$ cat config.mk
export PLATFORM = sky130hd
export DESIGN_NAME = vma_ref_sched_flat
export DESIGN_NICKNAME = d
export VERILOG_FILES = /design/src/rtl/vma_ref_pkg.sv /design/src/rtl/vma_ref_sched_if.sv /design/src/rtl/vma_ref_timer.sv /design/src/rtl/vma_ref_sched.sv /design/src/flat_wrapper.sv
export SDC_FILE = /design/constraint.sdc
export NUM_CORES = 1
export LEC_CHECK = 0
export ABC_AREA = 1
export ABC_CLOCK_PERIOD_IN_PS = 1400
export BUFFER_PORTS_ARGS = -buffer_cell sky130_fd_sc_hd__buf_2
export CAP_MARGIN = 15
export CORE_ASPECT_RATIO = 0.6
export CORE_MARGIN = 3
export CORE_UTILIZATION = 38
export CTS_CLUSTER_SIZE = 12
export DETAILED_ROUTE_END_ITERATION = 10
export SETUP_SLACK_MARGIN = 0.5
export SYNTH_ARGS = -nofsm -noshare
export SYNTH_HDL_FRONTEND = slang
export SYNTH_SLANG_ARGS = --single-unit
$ cat constraint.sdc
create_clock -name clk -period 1.4 [get_ports clk]
set_clock_uncertainty 0.1 [all_clocks]
set_input_delay 0.21 -clock clk [delete_from_list [all_inputs] [get_ports clk]]
set_output_delay 0.21 -clock clk [all_outputs]
set_load 0.005 [all_outputs]
$ cat src/rtl/vma_ref_pkg.sv
// Shared types for the VMA reference scheduler: FSM states, datapath select
// encodings, requester indices and the fixed-priority winner pick.
package vma_ref_pkg;

    typedef enum logic [2:0] {
        ST_IDLE,
        ST_LOAD,
        ST_CHECK,
        ST_MEM,
        ST_FAIL,
        ST_NXM,
        ST_BRK,
        ST_DONE
    } state_t;

    typedef enum logic [1:0] {
        SRC_AD       = 2'b00,
        SRC_PC_MAGIC = 2'b01,
        SRC_PC_INC   = 2'b10,
        SRC_HOLD     = 2'b11
    } vma_src_t;

    typedef enum logic [1:0] {
        VMAX_VMA      = 2'b00,
        VMAX_PC       = 2'b01,
        VMAX_PREV_SEC = 2'b10,
        VMAX_AD       = 2'b11
    } vmax_sel_t;

    typedef logic [1:0] req_id_t;

    localparam req_id_t REQ_PF = 2'd2;
    localparam req_id_t REQ_PI = 2'd1;
    localparam req_id_t REQ_UC = 2'd0;

    typedef struct packed {
        logic [2:0] grant;
        vma_src_t   vma_src;
        vmax_sel_t  vmax_sel;
        logic       load_vma;
        logic       load_vma_held;
        logic       mem_req;
        logic       mem_write;
        logic [2:0] done;
        logic       pf_trap;
        logic       nxm_trap;
        logic       brk_trap;
    } sched_out_t;

    // Page refill outranks PI, which outranks microcode.
    function automatic req_id_t pick_winner(input logic [2:0] req);
        if (req[REQ_PF]) return REQ_PF;
        if (req[REQ_PI]) return REQ_PI;
        return REQ_UC;
    endfunction

    function automatic logic [2:0] id_onehot(input req_id_t id);
        return 3'b001 << id;
    endfunction

endpackage

$ cat src/rtl/vma_ref_sched_if.sv
// Request, datapath-control and MBOX handshake bundle for the VMA scheduler.
interface vma_ref_sched_if;
    logic [2:0] req;
    logic [5:0] req_src;
    logic [5:0] req_vmax;
    logic [2:0] req_write;
    logic       ac_ref;
    logic       match_13_35;
    logic       brk_en_rd;
    logic       brk_en_wr;
    logic       mem_ack;
    logic       page_fail;

    logic [2:0] grant;
    logic [1:0] vma_src;
    logic [1:0] vmax_sel;
    logic       load_vma;
    logic       load_vma_held;
    logic       mem_req;
    logic       mem_write;
    logic [2:0] done;
    logic       pf_trap;
    logic       nxm_trap;
    logic       brk_trap;

    modport slave (
        input  req, req_src, req_vmax, req_write, ac_ref, match_13_35,
               brk_en_rd, brk_en_wr, mem_ack, page_fail,
        output grant, vma_src, vmax_sel, load_vma, load_vma_held, mem_req,
               mem_write, done, pf_trap, nxm_trap, brk_trap
    );

    modport master (
        output req, req_src, req_vmax, req_write, ac_ref, match_13_35,
               brk_en_rd, brk_en_wr, mem_ack, page_fail,
        input  grant, vma_src, vmax_sel, load_vma, load_vma_held, mem_req,
               mem_write, done, pf_trap, nxm_trap, brk_trap
    );
endinterface

$ cat src/rtl/vma_ref_timer.sv
// MBOX wait counter: cleared outside MEM, counts MEM cycles, flags the last
// cycle before an NXM timeout.
module vma_ref_timer #(
    parameter int NXM_TIMEOUT = 64
) (
    input  logic clk,
    input  logic rst_n,
    input  logic clear,
    input  logic enable,
    output logic expire
);
    localparam int CW = $clog2(NXM_TIMEOUT + 1);

    logic [CW-1:0] count_d, count_q;

    // NOTE: every variable assigned in always_comb gets a default first, so no path leaves it holding its old value (no latch).
    always_comb begin
        count_d = count_q;
        if (clear) begin
            count_d = '0;
        end else if (enable) begin
            count_d = count_q + CW'(1);
        end
    end

    // NOTE: state registers use non-blocking assignment so all flops update together at the edge.
    always_ff @(posedge clk or negedge rst_n) begin
        if (!rst_n) begin
            count_q <= '0;
        end else begin
            count_q <= count_d;
        end
    end

    assign expire = (count_q == CW'(NXM_TIMEOUT - 1));

endmodule

$ cat src/rtl/vma_ref_sched.sv
// Arbitrates VMA-using references, drives VMA load/select, classifies the new
// VMA (AC / break / memory) and runs the MBOX handshake with NXM timeout.
module vma_ref_sched
    import vma_ref_pkg::*;
#(
    parameter int NXM_TIMEOUT = 64
) (
    input  logic            clk,
    input  logic            rst_n,
    vma_ref_sched_if.slave  bus
);
    state_t     state_d, state_q;
    req_id_t    id_d, id_q;
    vma_src_t   src_d, src_q;
    vmax_sel_t  vmax_d, vmax_q;
    logic       write_d, write_q;
    sched_out_t out_d, out_q;

    req_id_t    winner;
    logic       tmr_expire;
    logic       brk_armed;

    assign winner    = pick_winner(bus.req);
    assign brk_armed = write_q ? bus.brk_en_wr : bus.brk_en_rd;

    vma_ref_timer #(.NXM_TIMEOUT(NXM_TIMEOUT)) u_timer (
        .clk    (clk),
        .rst_n  (rst_n),
        .clear  (state_q != ST_MEM),
        .enable (state_q == ST_MEM),
        .expire (tmr_expire)
    );

    always_comb begin
        state_d = state_q;
        id_d    = id_q;
        src_d   = src_q;
        vmax_d  = vmax_q;
        write_d = write_q;

        unique case (state_q)
            ST_IDLE: begin
                if (|bus.req) begin
                    id_d    = winner;
                    src_d   = vma_src_t'(bus.req_src[{winner, 1'b0} +: 2]);
                    vmax_d  = vmax_sel_t'(bus.req_vmax[{winner, 1'b0} +: 2]);
                    write_d = bus.req_write[winner];
                    state_d = ST_LOAD;
                end
            end
            ST_LOAD:  state_d = ST_CHECK;
            ST_CHECK: begin
                if (bus.match_13_35 && brk_armed) state_d = ST_BRK;
                else if (bus.ac_ref)              state_d = ST_DONE;
                else                              state_d = ST_MEM;
            end
            ST_MEM: begin
                if (bus.page_fail)    state_d = ST_FAIL;
                else if (bus.mem_ack) state_d = ST_DONE;
                else if (tmr_expire)  state_d = ST_NXM;
            end
            default: state_d = ST_IDLE;
        endcase
    end

    // Outputs are decoded from the next state so they leave a flop aligned with it.
    always_comb begin
        out_d = '0;
        if (state_d != ST_IDLE) out_d.grant = id_onehot(id_d);
        unique case (state_d)
            ST_LOAD: begin
                out_d.load_vma = 1'b1;
                out_d.vma_src  = src_d;
                out_d.vmax_sel = vmax_d;
            end
            ST_MEM: begin
                out_d.mem_req   = 1'b1;
                out_d.mem_write = write_d;
            end
            ST_FAIL: {out_d.load_vma_held, out_d.pf_trap}  = 2'b11;
            ST_NXM:  {out_d.load_vma_held, out_d.nxm_trap} = 2'b11;
            ST_BRK:  {out_d.load_vma_held, out_d.brk_trap} = 2'b11;
            ST_DONE: out_d.done = id_onehot(id_d);
            default: ;
        endcase
    end

    always_ff @(posedge clk or negedge rst_n) begin
        if (!rst_n) begin
            state_q <= ST_IDLE;
            id_q    <= REQ_UC;
            src_q   <= SRC_AD;
            vmax_q  <= VMAX_VMA;
            write_q <= 1'b0;
            out_q   <= '0;
        end else begin
            state_q <= state_d;
            id_q    <= id_d;
            src_q   <= src_d;
            vmax_q  <= vmax_d;
            write_q <= write_d;
            out_q   <= out_d;
        end
    end

    assign bus.grant         = out_q.grant;
    assign bus.vma_src       = out_q.vma_src;
    assign bus.vmax_sel      = out_q.vmax_sel;
    assign bus.load_vma      = out_q.load_vma;
    assign bus.load_vma_held = out_q.load_vma_held;
    assign bus.mem_req       = out_q.mem_req;
    assign bus.mem_write     = out_q.mem_write;
    assign bus.done          = out_q.done;
    assign bus.pf_trap       = out_q.pf_trap;
    assign bus.nxm_trap      = out_q.nxm_trap;
    assign bus.brk_trap      = out_q.brk_trap;

endmodule

$ cat src/flat_wrapper.sv
// flat-port wrapper written by rule: the top's interface ports become plain ports
module vma_ref_sched_flat import vma_ref_pkg::*;
#(
    parameter int NXM_TIMEOUT = 64
)
  (clk, rst_n, bus_req, bus_req_src, bus_req_vmax, bus_req_write, bus_ac_ref, bus_match_13_35, bus_brk_en_rd, bus_brk_en_wr, bus_mem_ack, bus_page_fail, bus_grant, bus_vma_src, bus_vmax_sel, bus_load_vma, bus_load_vma_held, bus_mem_req, bus_mem_write, bus_done, bus_pf_trap, bus_nxm_trap, bus_brk_trap);
  vma_ref_sched_if bus_i ();
  input  logic clk;
  input  logic rst_n;
  input wire logic [$bits(bus_i.req)-1:0] bus_req;
  input wire logic [$bits(bus_i.req_src)-1:0] bus_req_src;
  input wire logic [$bits(bus_i.req_vmax)-1:0] bus_req_vmax;
  input wire logic [$bits(bus_i.req_write)-1:0] bus_req_write;
  input wire logic [$bits(bus_i.ac_ref)-1:0] bus_ac_ref;
  input wire logic [$bits(bus_i.match_13_35)-1:0] bus_match_13_35;
  input wire logic [$bits(bus_i.brk_en_rd)-1:0] bus_brk_en_rd;
  input wire logic [$bits(bus_i.brk_en_wr)-1:0] bus_brk_en_wr;
  input wire logic [$bits(bus_i.mem_ack)-1:0] bus_mem_ack;
  input wire logic [$bits(bus_i.page_fail)-1:0] bus_page_fail;
  output wire logic [$bits(bus_i.grant)-1:0] bus_grant;
  output wire logic [$bits(bus_i.vma_src)-1:0] bus_vma_src;
  output wire logic [$bits(bus_i.vmax_sel)-1:0] bus_vmax_sel;
  output wire logic [$bits(bus_i.load_vma)-1:0] bus_load_vma;
  output wire logic [$bits(bus_i.load_vma_held)-1:0] bus_load_vma_held;
  output wire logic [$bits(bus_i.mem_req)-1:0] bus_mem_req;
  output wire logic [$bits(bus_i.mem_write)-1:0] bus_mem_write;
  output wire logic [$bits(bus_i.done)-1:0] bus_done;
  output wire logic [$bits(bus_i.pf_trap)-1:0] bus_pf_trap;
  output wire logic [$bits(bus_i.nxm_trap)-1:0] bus_nxm_trap;
  output wire logic [$bits(bus_i.brk_trap)-1:0] bus_brk_trap;
  assign bus_i.req = bus_req;
  assign bus_i.req_src = bus_req_src;
  assign bus_i.req_vmax = bus_req_vmax;
  assign bus_i.req_write = bus_req_write;
  assign bus_i.ac_ref = bus_ac_ref;
  assign bus_i.match_13_35 = bus_match_13_35;
  assign bus_i.brk_en_rd = bus_brk_en_rd;
  assign bus_i.brk_en_wr = bus_brk_en_wr;
  assign bus_i.mem_ack = bus_mem_ack;
  assign bus_i.page_fail = bus_page_fail;
  assign bus_grant = bus_i.grant;
  assign bus_vma_src = bus_i.vma_src;
  assign bus_vmax_sel = bus_i.vmax_sel;
  assign bus_load_vma = bus_i.load_vma;
  assign bus_load_vma_held = bus_i.load_vma_held;
  assign bus_mem_req = bus_i.mem_req;
  assign bus_mem_write = bus_i.mem_write;
  assign bus_done = bus_i.done;
  assign bus_pf_trap = bus_i.pf_trap;
  assign bus_nxm_trap = bus_i.nxm_trap;
  assign bus_brk_trap = bus_i.brk_trap;
  vma_ref_sched #(.NXM_TIMEOUT(NXM_TIMEOUT)) u_core (.clk(clk), .rst_n(rst_n), .bus(bus_i));
endmodule
==> flow_summary.yaml, run 1 <==
synth:
  synth.lib_cells_used.distinct: 23
  synth_top_cells_by_area: "sky130_fd_sc_hd__dfrtp_1 53%, sky130_fd_sc_hd__nand2_1 14%, sky130_fd_sc_hd__inv_1 5.3%"
  synth_flop_cell: "sky130_fd_sc_hd__dfrtp_1"
  syn-cell-area_mm2: 0.001413
  synthCells: 162
  yosys.area.top_type_share_pct: 53.14
  synth.yosys.seq_area_share_pct: 53.14
  synth-seq-cells: 30
  synth.largest_area_cell: "sky130_fd_sc_hd__dfrtp_1"
  ys.warnings.count: 0
  synth_edf_count: 0
  synthesis.nets: 189
  syn_avg_cell_area_um2: 8.720
  post_synth_arst_share_pct: 100.0
detailed_routing:
  ant_nets: 0
  route.detailed.drc: 0
  vias: 1301
  via_per_inst: 4.697
  avgRoutedWirePerCell_um: 13.74
  totalWireLength_um: 3805
  detailedRoute.firstIterationViolations: 29
  drt_first_pass_iters: 4
floorplan:
  die_area_mm2: 0.004509
  pin_count: 43
  dieWidth_um: 84.71
  die_h_um: 53.23
  row_count: 16
  floorplan.initialDensity_pct: 41.51
  core_region_area_mm2: 0.003403
setup_path:
  cp_data_required_time_ps: 1510
  critical_path.slowest_cell: "sky130_fd_sc_hd__dfrtp_2"
  critPathMaxFanout: 4
  timing.critical_path.mode_cell: "sky130_fd_sc_hd__nor2_4"
  timing.critical_path.from_type: "register"
  cp_data_arrival_time_ps: 1630
  critPathBufInv: 1
  crit-reg2reg-launch: "u_core.state_q[1]"
  worstPathCellList: "nor3_4, buf_12, nand2_8, nand2_4, nor2_4, nor2_4, nand2_2, nor2_1"
  worstSetupEndpointType: "register"
  r2r_setup_slack_ps: -120
  worst_setup_path_startpoint: "u_core.state_q[1]"
  worst_r2r_endpoint: "u_core.bus.mem_write"
  timing.critical_path.slowest_cell_delay_ps: 440
  kind_of_cell_adding_the_most_delay_to_the_critical_path: "simple AND/OR/NAND/NOR gates"
  type_of_the_setup_path_with_the_least_slack: "reg -> reg"
  worst-r2r-cell-count: 8
placement:
  gp_congestion: 0.8147
  port_buffers: 42
  place.detailed.instances: 262
  dp_hpwl_um: 2553
  dp_worst_setup_slack_ps: -177.9
sta:
  timing.final.crit_period_ps: 1522
  worst_pin_slew_ps: 367.9
  fin_crit_sh_pct: 108.7
  setup_slack_ps: -121.6
  setup_viol_count_final: 17
  hold_viol_final: 30
  fmax_mhz: 657.2
  slew_headroom_pct: 75.48
  rsz_0062_raised_after_global_routing: "true"
  worst_hold_slack_ps: -170.3
  finalMaxSlewViolations: 0
hold_path:
  min_path_type: "in -> async"
job:
  cap_violations: 0
global_routing:
  pin_count_of_the_biggest_net_entering_global_routing: 31
  antenna_found_initial: 0
  globalRouteTotalUtil_pct: 17.80
  vias_in_the_first_global_route: 1268
  global_route_wire_length_before_repair_um: 6044
  total_overflow_reported_by_the_global_router: 0
clock_tree:
  worst_setup_hold_path_clk_slew_ps: 60
  h-tree-depth: 2
  cts_buffers: 5
  insertion_delay_ps: 280
  cts_tree: "built"
  clock-sinks: 30
  root_buffer: "sky130_fd_sc_hd__clkbuf_8"
  clockBufferDepth: 2
cells_and_area:
  area_delta_synth_final_pct: 54.56
  num-nets-final: 258
  final_common_cell: "sky130_fd_sc_hd__buf_2"
  finalNonFillerCells: 277
  mostFrequentLayoutCells: "42 x sky130_fd_sc_hd__buf_2, 39 x sky130_fd_sc_hd__nand2_1, 27 x sky130_fd_sc_hd__dfrtp_1"
  layout.core_utilization_pct: 64.15
  antenna-diode-count: 0
  final_layout_size_suffix_gt1_share_pct: 55.60
  area.sequential_um2: 754.5
  filler_cell_count: 270
  multi_input_comb_area_um2: 769.5
power_and_ir_drop:
  power.leakage_nw: 1.184
  power-per-cell-area_mw_per_mm2: 1886
  max_rail_drop_vdd_uv: 930.9
status:
  outcome: "finished, violations left"
  failing_checks: "hold timing, setup timing"
[how the worst max path moves through the flow]
stage | end | slack, ps | cells past startpoint
finish | u_core.bus.mem_write | -120 | 8
global route | u_core.bus.grant[1] | -210 | 10
CTS | u_core.bus.done[1] | -90 | 10
detailed placement | u_core.bus.done[1] | -180 | 7
global placement | u_core.bus.grant[0] | -120 | 7
floorplan | u_core.bus.done[2] | -10 | 7
[kinds of logic after synthesis]
kind of cell,count (synthesis),share of synthesized area [%]
compound gates,13,5.580
fa+ha+maj,1,0.8856
buf+inv,23,6.731
flops,30,53.14
simple gates,95,33.66
[power breakdown]
group / switching, mW / total, mW / internal (mW)
registers: 0.154 / 1.28 / 1.13
logic: 1.21 / 2.13 / 0.924
clock network: 0.305 / 0.701 / 0.396
total: 1.67 / 4.12 / 2.45
[cells in the mapped netlist, types with 2 or more instances]
master and instances:
sky130_fd_sc_hd__nand2_1 52, sky130_fd_sc_hd__nor2_2 2, sky130_fd_sc_hd__nand2_4 4, sky130_fd_sc_hd__dfrtp_1 30, sky130_fd_sc_hd__nor2_1 14, sky130_fd_sc_hd__nor2_4 3
sky130_fd_sc_hd__nand3_1 5, sky130_fd_sc_hd__nor3_1 3, sky130_fd_sc_hd__o21ai_0 5, sky130_fd_sc_hd__nand2_2 7, sky130_fd_sc_hd__inv_1 20, sky130_fd_sc_hd__a21oi_1 6
[flip-flops by register name (all words and copies together), names as in the netlist]
name / flops
u_core.u_timer.count_q: 7
u_core.bus.done: 3
u_core.bus.grant: 3
u_core.state_q: 3
u_core.bus.vma_src: 2
u_core.bus.vmax_sel: 2
u_core.id_q: 2
u_core.bus.brk_trap: 1
u_core.bus.load_vma: 1
u_core.bus.load_vma_held: 1
u_core.bus.mem_req: 1
u_core.bus.mem_write: 1
u_core.bus.nxm_trap: 1
u_core.bus.pf_trap: 1
u_core.write_q: 1
[per-stage QoR]
stage / hold slack, ps / instance area (um^2) / setup TNS [ps] / total power [mW]
after floorplan: -185.6 / 1429 / -87.60 / 2.236
after global placement: 134.9 / 1792 / -754.5 / 2.725
after detailed placement: 139.7 / 1792 / -1480 / 2.761
after CTS: -159.7 / 2033 / -695.6 / 3.839
after global routing: -133.6 / 2183 / -2475 / 4.399
final: -170.3 / 2183 / -1253 / 4.117
[worst reg2reg max path: cells and delay by family (launching register included)]
kind / cells / cell delay [ps]
and+or+nand+nor: 7 / 750
DFF: 1 / 440
buffers and inverters: 1 / 160
[metal layers]
metal,vias to the layer above,routed length [um],GRT usage [%]
met5,-,0,0
met4,0,38,6.053
met3,6,226,6.843
met2,39,1855,27.53
met1,624,1686,23.00
li1,632,-,-
[what timing repair did]
item,4_1_cts,5_1_grt
resized for setup,30,32
endpoints found under the hold margin,30,30
setup endpoints to repair,47,47
pin swaps,11,14
buffers inserted,5,2
[area by class of cell]
| cell class | instances | area share (%) |
|---|---|---|
| clock inverters | 1 | 0.2292 |
| repair buffers | 64 | 19.14 |
| flip-flops and latches | 30 | 34.56 |
| well taps | 45 | 2.579 |
| inverters | 21 | 4.298 |
| clock buffers | 7 | 3.954 |
| multi-input cells | 109 | 35.24 |
Power figures use the tool's default switching activity.
==> run 2: changes to the inputs <==
Settings changed: CORE_UTILIZATION 38 to 45, PLACE_DENSITY from default to 0.74.
==> run 2 against run 1 <==
The run still ends with hold timing, setup timing left. Worst setup slack lost 79 ps. Sequential power is essentially flat. Worst hold slack gained 10 ps. Die area shrank 14%. Utilization grew 10 points. Critical path depth shrank 1. Routed wire length grew 7.9%. Global-route usage grew 2.5 points. Sequential cell count is the same. Non-clock buffer count grew 5. Combinational power grew 7%. Clock-buffer cell count shrank 2.
==> flow_summary.yaml, run 2 (synthesized netlist as in run 1, its figures left out) <==
setup_path:
  cp_data_arrival_time_ps: 1660
  cp_data_required_time_ps: 1460
  worstSetupEndpointType: "register"
  worst_setup_path_startpoint: "u_core.u_timer.count_q[1]"
  critical_path.slowest_cell: "sky130_fd_sc_hd__dfrtp_1"
  timing.critical_path.slowest_cell_delay_ps: 370
  type_of_the_setup_path_with_the_least_slack: "reg -> reg"
  critPathMaxFanout: 3
  crit-reg2reg-launch: "u_core.u_timer.count_q[1]"
  timing.critical_path.from_type: "register"
  timing.critical_path.mode_cell: "sky130_fd_sc_hd__buf_4"
  worstPathCellList: "ha_2, nand2_2, buf_4, buf_4, buf_4, o31ai_2, a21oi_1"
cells_and_area:
  num-nets-final: 263
  area_delta_synth_final_pct: 53.94
  final_common_cell: "sky130_fd_sc_hd__nand2_1"
  final_layout_size_suffix_gt1_share_pct: 54.85
  mostFrequentLayoutCells: "44 x sky130_fd_sc_hd__nand2_1, 42 x sky130_fd_sc_hd__buf_2, 27 x sky130_fd_sc_hd__dfrtp_1"
  finalNonFillerCells: 279
  filler_cell_count: 197
  multi_input_comb_area_um2: 710.7
  antenna-diode-count: 0
  largest_register_ffs: 7
  max_flop_register: "u_core.u_timer.count_q"
  area.sequential_um2: 754.5
  layout.core_utilization_pct: 74.27
sta:
  rsz_0062_raised_after_global_routing: "true"
  setup_tns_ps: -2637
  setup_viol_count_final: 20
  timing.final.crit_period_ps: 1601
  fmax_mhz: 624.6
  slew_headroom_pct: 57.36
  finalMaxSlewViolations: 0
  hold_viol_final: 30
  worst_pin_slew_ps: 639.6
  fin_crit_sh_pct: 114.4
  worst_hold_slack_ps: -159.8
  setup_slack_ps: -201.1
power_and_ir_drop:
  internal_power_mw: 2.641
  switching_power_mw: 1.782
  power_frac_comb_pct: 51.6
  power.leakage_nw: 1.193
  share_clk_of_total_power_pct: 19.4
  switch_share_pct: 40.28
  power-per-cell-area_mw_per_mm2: 2034
  power_frac_seq_pct: 29.0
  max_rail_drop_vdd_uv: 1109
floorplan:
  core_region_area_mm2: 0.002928
  die_area_mm2: 0.003870
  die_h_um: 49.40
  row_count: 15
  pin_count: 43
  dieWidth_um: 78.33
  floorplan.initialDensity_pct: 48.25
placement:
  gp_congestion: 0.9172
  dp_hpwl_um: 2359
  port_buffers: 42
  place.detailed.instances: 255
  dp_worst_setup_slack_ps: -136.5
detailed_routing:
  avgRoutedWirePerCell_um: 14.72
  drt_first_pass_iters: 6
  detailedRoute.firstIterationViolations: 91
  route.detailed.drc: 0
  via_per_inst: 4.821
  ant_nets: 0
  totalWireLength_um: 4107
  vias: 1345
global_routing:
  global_route_wire_length_before_repair_um: 5940
  antenna_found_initial: 0
  vias_in_the_first_global_route: 1259
  pin_count_of_the_biggest_net_entering_global_routing: 31
  total_overflow_reported_by_the_global_router: 0
  globalRouteTotalUtil_pct: 20.31
status:
  outcome: "finished, violations left"
  failing_checks: "hold timing, setup timing"
clock_tree:
  cts_tree: "built"
  root_buffer: "sky130_fd_sc_hd__clkbuf_8"
  cts_buffers: 5
  h-tree-depth: 2
  clockBufferDepth: 2
  clock-sinks: 30
  worst_setup_hold_path_clk_slew_ps: 70
  insertion_delay_ps: 290
job:
  cap_violations: 0
hold_path:
  min_path_type: "in -> async"
[run 2: cell count changes in the layout (fill, tap and decap cells not counted), sizes merged]
cell    delta
bufinv     +1
clkbuf     -2
buf        +5
inv        +1
[run 2: worst max-delay path, delay by kind of cell, from the launching register on]
kind	cells	cell delay, ps
AOI/OAI and AO/OA	2	300
and+or+nand+nor	1	90
DFF	1	370
buffers and inverters	3	380
adders and majority gates	1	230
[run 2: per-stage QoR]
stage               instance area, um^2  power, mW
floorplan                          1429      2.236
global placement                   1758      2.687
detailed placement                 1758      2.734
CTS                                2012      3.898
global route                       2175      4.666
finish                             2175      4.423
[run 2: final cells by class]
type | instances | area share, %
Sequential cell | 30 | 34.69
Tap cell | 42 | 2.417
Inverter | 21 | 4.315
Clock inverter | 3 | 1.841
Timing Repair Buffer | 69 | 20.89
Multi-Input combinational cell | 109 | 32.68
Clock buffer | 5 | 3.165
[run 2: final timing paths]
kind                                              to  slack [ps]  cells past startpoint
setup / recovery           u_core.u_timer.count_q[6]        -200                      7
setup reg to reg           u_core.u_timer.count_q[6]        -200                      7
max in group asynchronous          u_core.state_q[2]         910                      1
min in group clk               u_core.bus.vma_src[1]         120                      5
hold / removal                    u_core.bus.mem_req        -160                      1
hold reg to reg                       u_core.id_q[0]         440                      2
[run 2: timing repair]
action,CTS,global route
endpoints found under the hold margin,30,30
setup endpoints to repair,47,47
pin swaps,11,10
setup buffers,9,7
gates resized for setup,24,29
[run 2: metal layers]
metal	track usage (%)	share of wire [%]
met4	7.267	2.4
met1	27.54	42
met5	0	0.85
met2	31.25	48
met3	5.720	7.1
[run 2: power groups by stage]
stage                     Combinational, mW  Sequential (mW)  Clock, mW
after CTS                              1.77             1.28      0.855
after detailed placement               1.48             1.26          0
after floorplan                       0.958             1.28          0
after global routing                   2.45             1.31      0.910
final                                  2.28             1.28      0.858
after global placement                 1.44             1.25          0
==> run 3: changes to the inputs <==
Settings changed: ABC_CLOCK_PERIOD_IN_PS 1400 to 2000, CORE_UTILIZATION 45 to 53, PLACE_DENSITY 0.74 to 0.82.
Clock period 1.4 ns to 2 ns, I/O delays scaled along.
==> run 3 against run 2 <==
The run now ends clean. Maximum frequency fell by 2.4%. Worst hold slack improved by 410 ps. Die area fell by 14%. Design area fell by 9.7%. Global-route usage rose by 5.1 points. Critical path depth rose by 3. Sequential share of layout area rose by 3.7 points. Total power fell by 38%. Non-clock buffer count fell by 11. Utilization rose by 9.5 points. Critical path type unchanged.
==> flow_summary.yaml, run 3 (synthesized netlist as in run 1, its figures left out) <==
status:
  outcome: "complete, no violations"
setup_path:
  cp_data_required_time_ps: 2070
  cp_data_arrival_time_ps: 1710
  worst-r2r-cell-count: 10
  timing.critical_path.from_type: "register"
  type_of_the_setup_path_with_the_least_slack: "reg -> reg"
  worstSetupEndpointType: "register"
  critPathMaxFanout: 5
placement:
  dp_hpwl_um: 2521
  port_buffers: 42
  gp_congestion: 0.8385
floorplan:
  dieWidth_um: 72.65
  die_area_mm2: 0.003341
  die_h_um: 45.99
  floorplan.initialDensity_pct: 60.31
  pin_count: 43
  row_count: 13
  core_region_area_mm2: 0.002342
sta:
  worst_hold_slack_ps: 253.4
  fmax_mhz: 609.8
  setup_tns_ps: 0
  fin_crit_sh_pct: 81.99
  setup_viol_count_final: 0
  worst_pin_slew_ps: 657.9
  slew_headroom_pct: 56.14
  rsz_0062_raised_after_global_routing: "true"
  hold_viol_final: 0
  timing.final.crit_period_ps: 1640
  finalMaxSlewViolations: 0
clock_tree:
  root_buffer: "sky130_fd_sc_hd__clkbuf_8"
  cts_buffers: 5
  worst_setup_hold_path_clk_slew_ps: 70
  insertion_delay_ps: 280
  cts_tree: "built"
  clock-sinks: 30
  clockBufferDepth: 2
  h-tree-depth: 2
cells_and_area:
  max_flop_register: "u_core.u_timer.count_q"
  num-nets-final: 252
  largest_register_ffs: 7
  mostFrequentLayoutCells: "46 x sky130_fd_sc_hd__nand2_1, 42 x sky130_fd_sc_hd__buf_2, 27 x sky130_fd_sc_hd__dfrtp_1"
  final_layout_size_suffix_gt1_share_pct: 47.35
  final_common_cell: "sky130_fd_sc_hd__nand2_1"
  layout.core_utilization_pct: 83.81
  antenna-diode-count: 0
  area_delta_synth_final_pct: 38.97
power_and_ir_drop:
  power-per-cell-area_mw_per_mm2: 1403
  power_frac_comb_pct: 49.2
  switch_share_pct: 41.81
  internal_power_mw: 1.603
  power.leakage_nw: 1.119
  switching_power_mw: 1.151
  power_frac_seq_pct: 32.5
  max_rail_drop_vdd_uv: 922.0
  share_clk_of_total_power_pct: 18.3
detailed_routing:
  vias: 1370
  ant_nets: 0
  drt_first_pass_iters: 4
  route.detailed.drc: 0
  totalWireLength_um: 4425
  avgRoutedWirePerCell_um: 17.29
  via_per_inst: 5.352
  detailedRoute.firstIterationViolations: 127
global_routing:
  vias_in_the_first_global_route: 1354
  pin_count_of_the_biggest_net_entering_global_routing: 31
  globalRouteTotalUtil_pct: 25.46
  antenna_found_initial: 0
  global_route_wire_length_before_repair_um: 6223
  total_overflow_reported_by_the_global_router: 0
job:
  cap_violations: 0
hold_path:
  hold-path-cell-count: 5
  min_path_type: "in -> reg"
==> run 3: per-layer routing <==
| layer | global-route usage [%] | share of wire (%) | vias up |
|---|---|---|---|
| li1 | - | - | 620 |
| met1 | 32.96 | 42 | 646 |
| met2 | 42.83 | 47 | 92 |
| met3 | 8.150 | 9.9 | 12 |
| met4 | 4.779 | 1.9 | 0 |
| met5 | 0 | 0 | - |
==> run 3: worst max-delay path, cell delays in order (launching register included) <==
cell and delay (ps):
sky130_fd_sc_hd__dfrtp_1 360, sky130_fd_sc_hd__ha_2 220, sky130_fd_sc_hd__nand2_2 90, sky130_fd_sc_hd__nor2_4 140, sky130_fd_sc_hd__nand2_2 90, sky130_fd_sc_hd__nand2_1 60
sky130_fd_sc_hd__nand2_1 80, sky130_fd_sc_hd__nand2_4 120, sky130_fd_sc_hd__inv_2 100, sky130_fd_sc_hd__nand2_2 100, sky130_fd_sc_hd__inv_1 60
==> run 3: stage by stage <==
step	instances	power (mW)	setup WS (ps)	cell area (um^2)
6_report	256	2.754	360.2	1963
5_1_grt	256	2.906	294.5	1963
4_1_cts	254	2.528	462.5	1894
3_5_place_dp	232	1.823	332.6	1644
3_3_place_gp	232	1.775	464.7	1644
2_1_floorplan	162	1.532	550.3	1413
==> run 3: final cells by class <==
type                            count  area (um^2)
Fill cell                         128        379.1
Multi-Input combinational cell    109        651.9
Clock buffer                        7        86.33
Clock inverter                      1        5.005
Inverter                           21        78.83
Sequential cell                    30        754.5
Timing Repair Buffer               58        349.1
Tap cell                           30        37.54
==> run 3: path summary, 6_finish.rpt <==
check	start	to	slack, ps
worst min register to register	u_core.id_q[1]	u_core.id_q[1]	440
worst min-delay path	bus_req_src[5]	u_core.bus.vma_src[1]	250
min in group asynchronous	rst_n	u_core.u_timer.count_q[5]	480
worst max-delay path	u_core.u_timer.count_q[1]	u_core.bus.mem_req	360
max in group asynchronous	rst_n	u_core.state_q[1]	850
worst max register to register	u_core.u_timer.count_q[1]	u_core.bus.mem_req	360
==> run 3: power by group through the flow <==
stage               sequential (mW)  clock [mW]  combinational (mW)
floorplan                     0.892           0               0.640
global placement              0.879           0               0.895
detailed placement            0.890           0               0.934
CTS                           0.884       0.502                1.14
global route                  0.911       0.540                1.46
finish                        0.896       0.505                1.35
==> run 3: repair_timing <==
action / in CTS / in global routing
endpoints found under the hold margin: 30 / 0
gates resized for setup: 13 / 17
pin swaps: 14 / 9
hold buffers: 1 / 0
endpoints found under the setup margin: 13 / 14
setup buffers: 13 / 2
cloned: 0 / 0
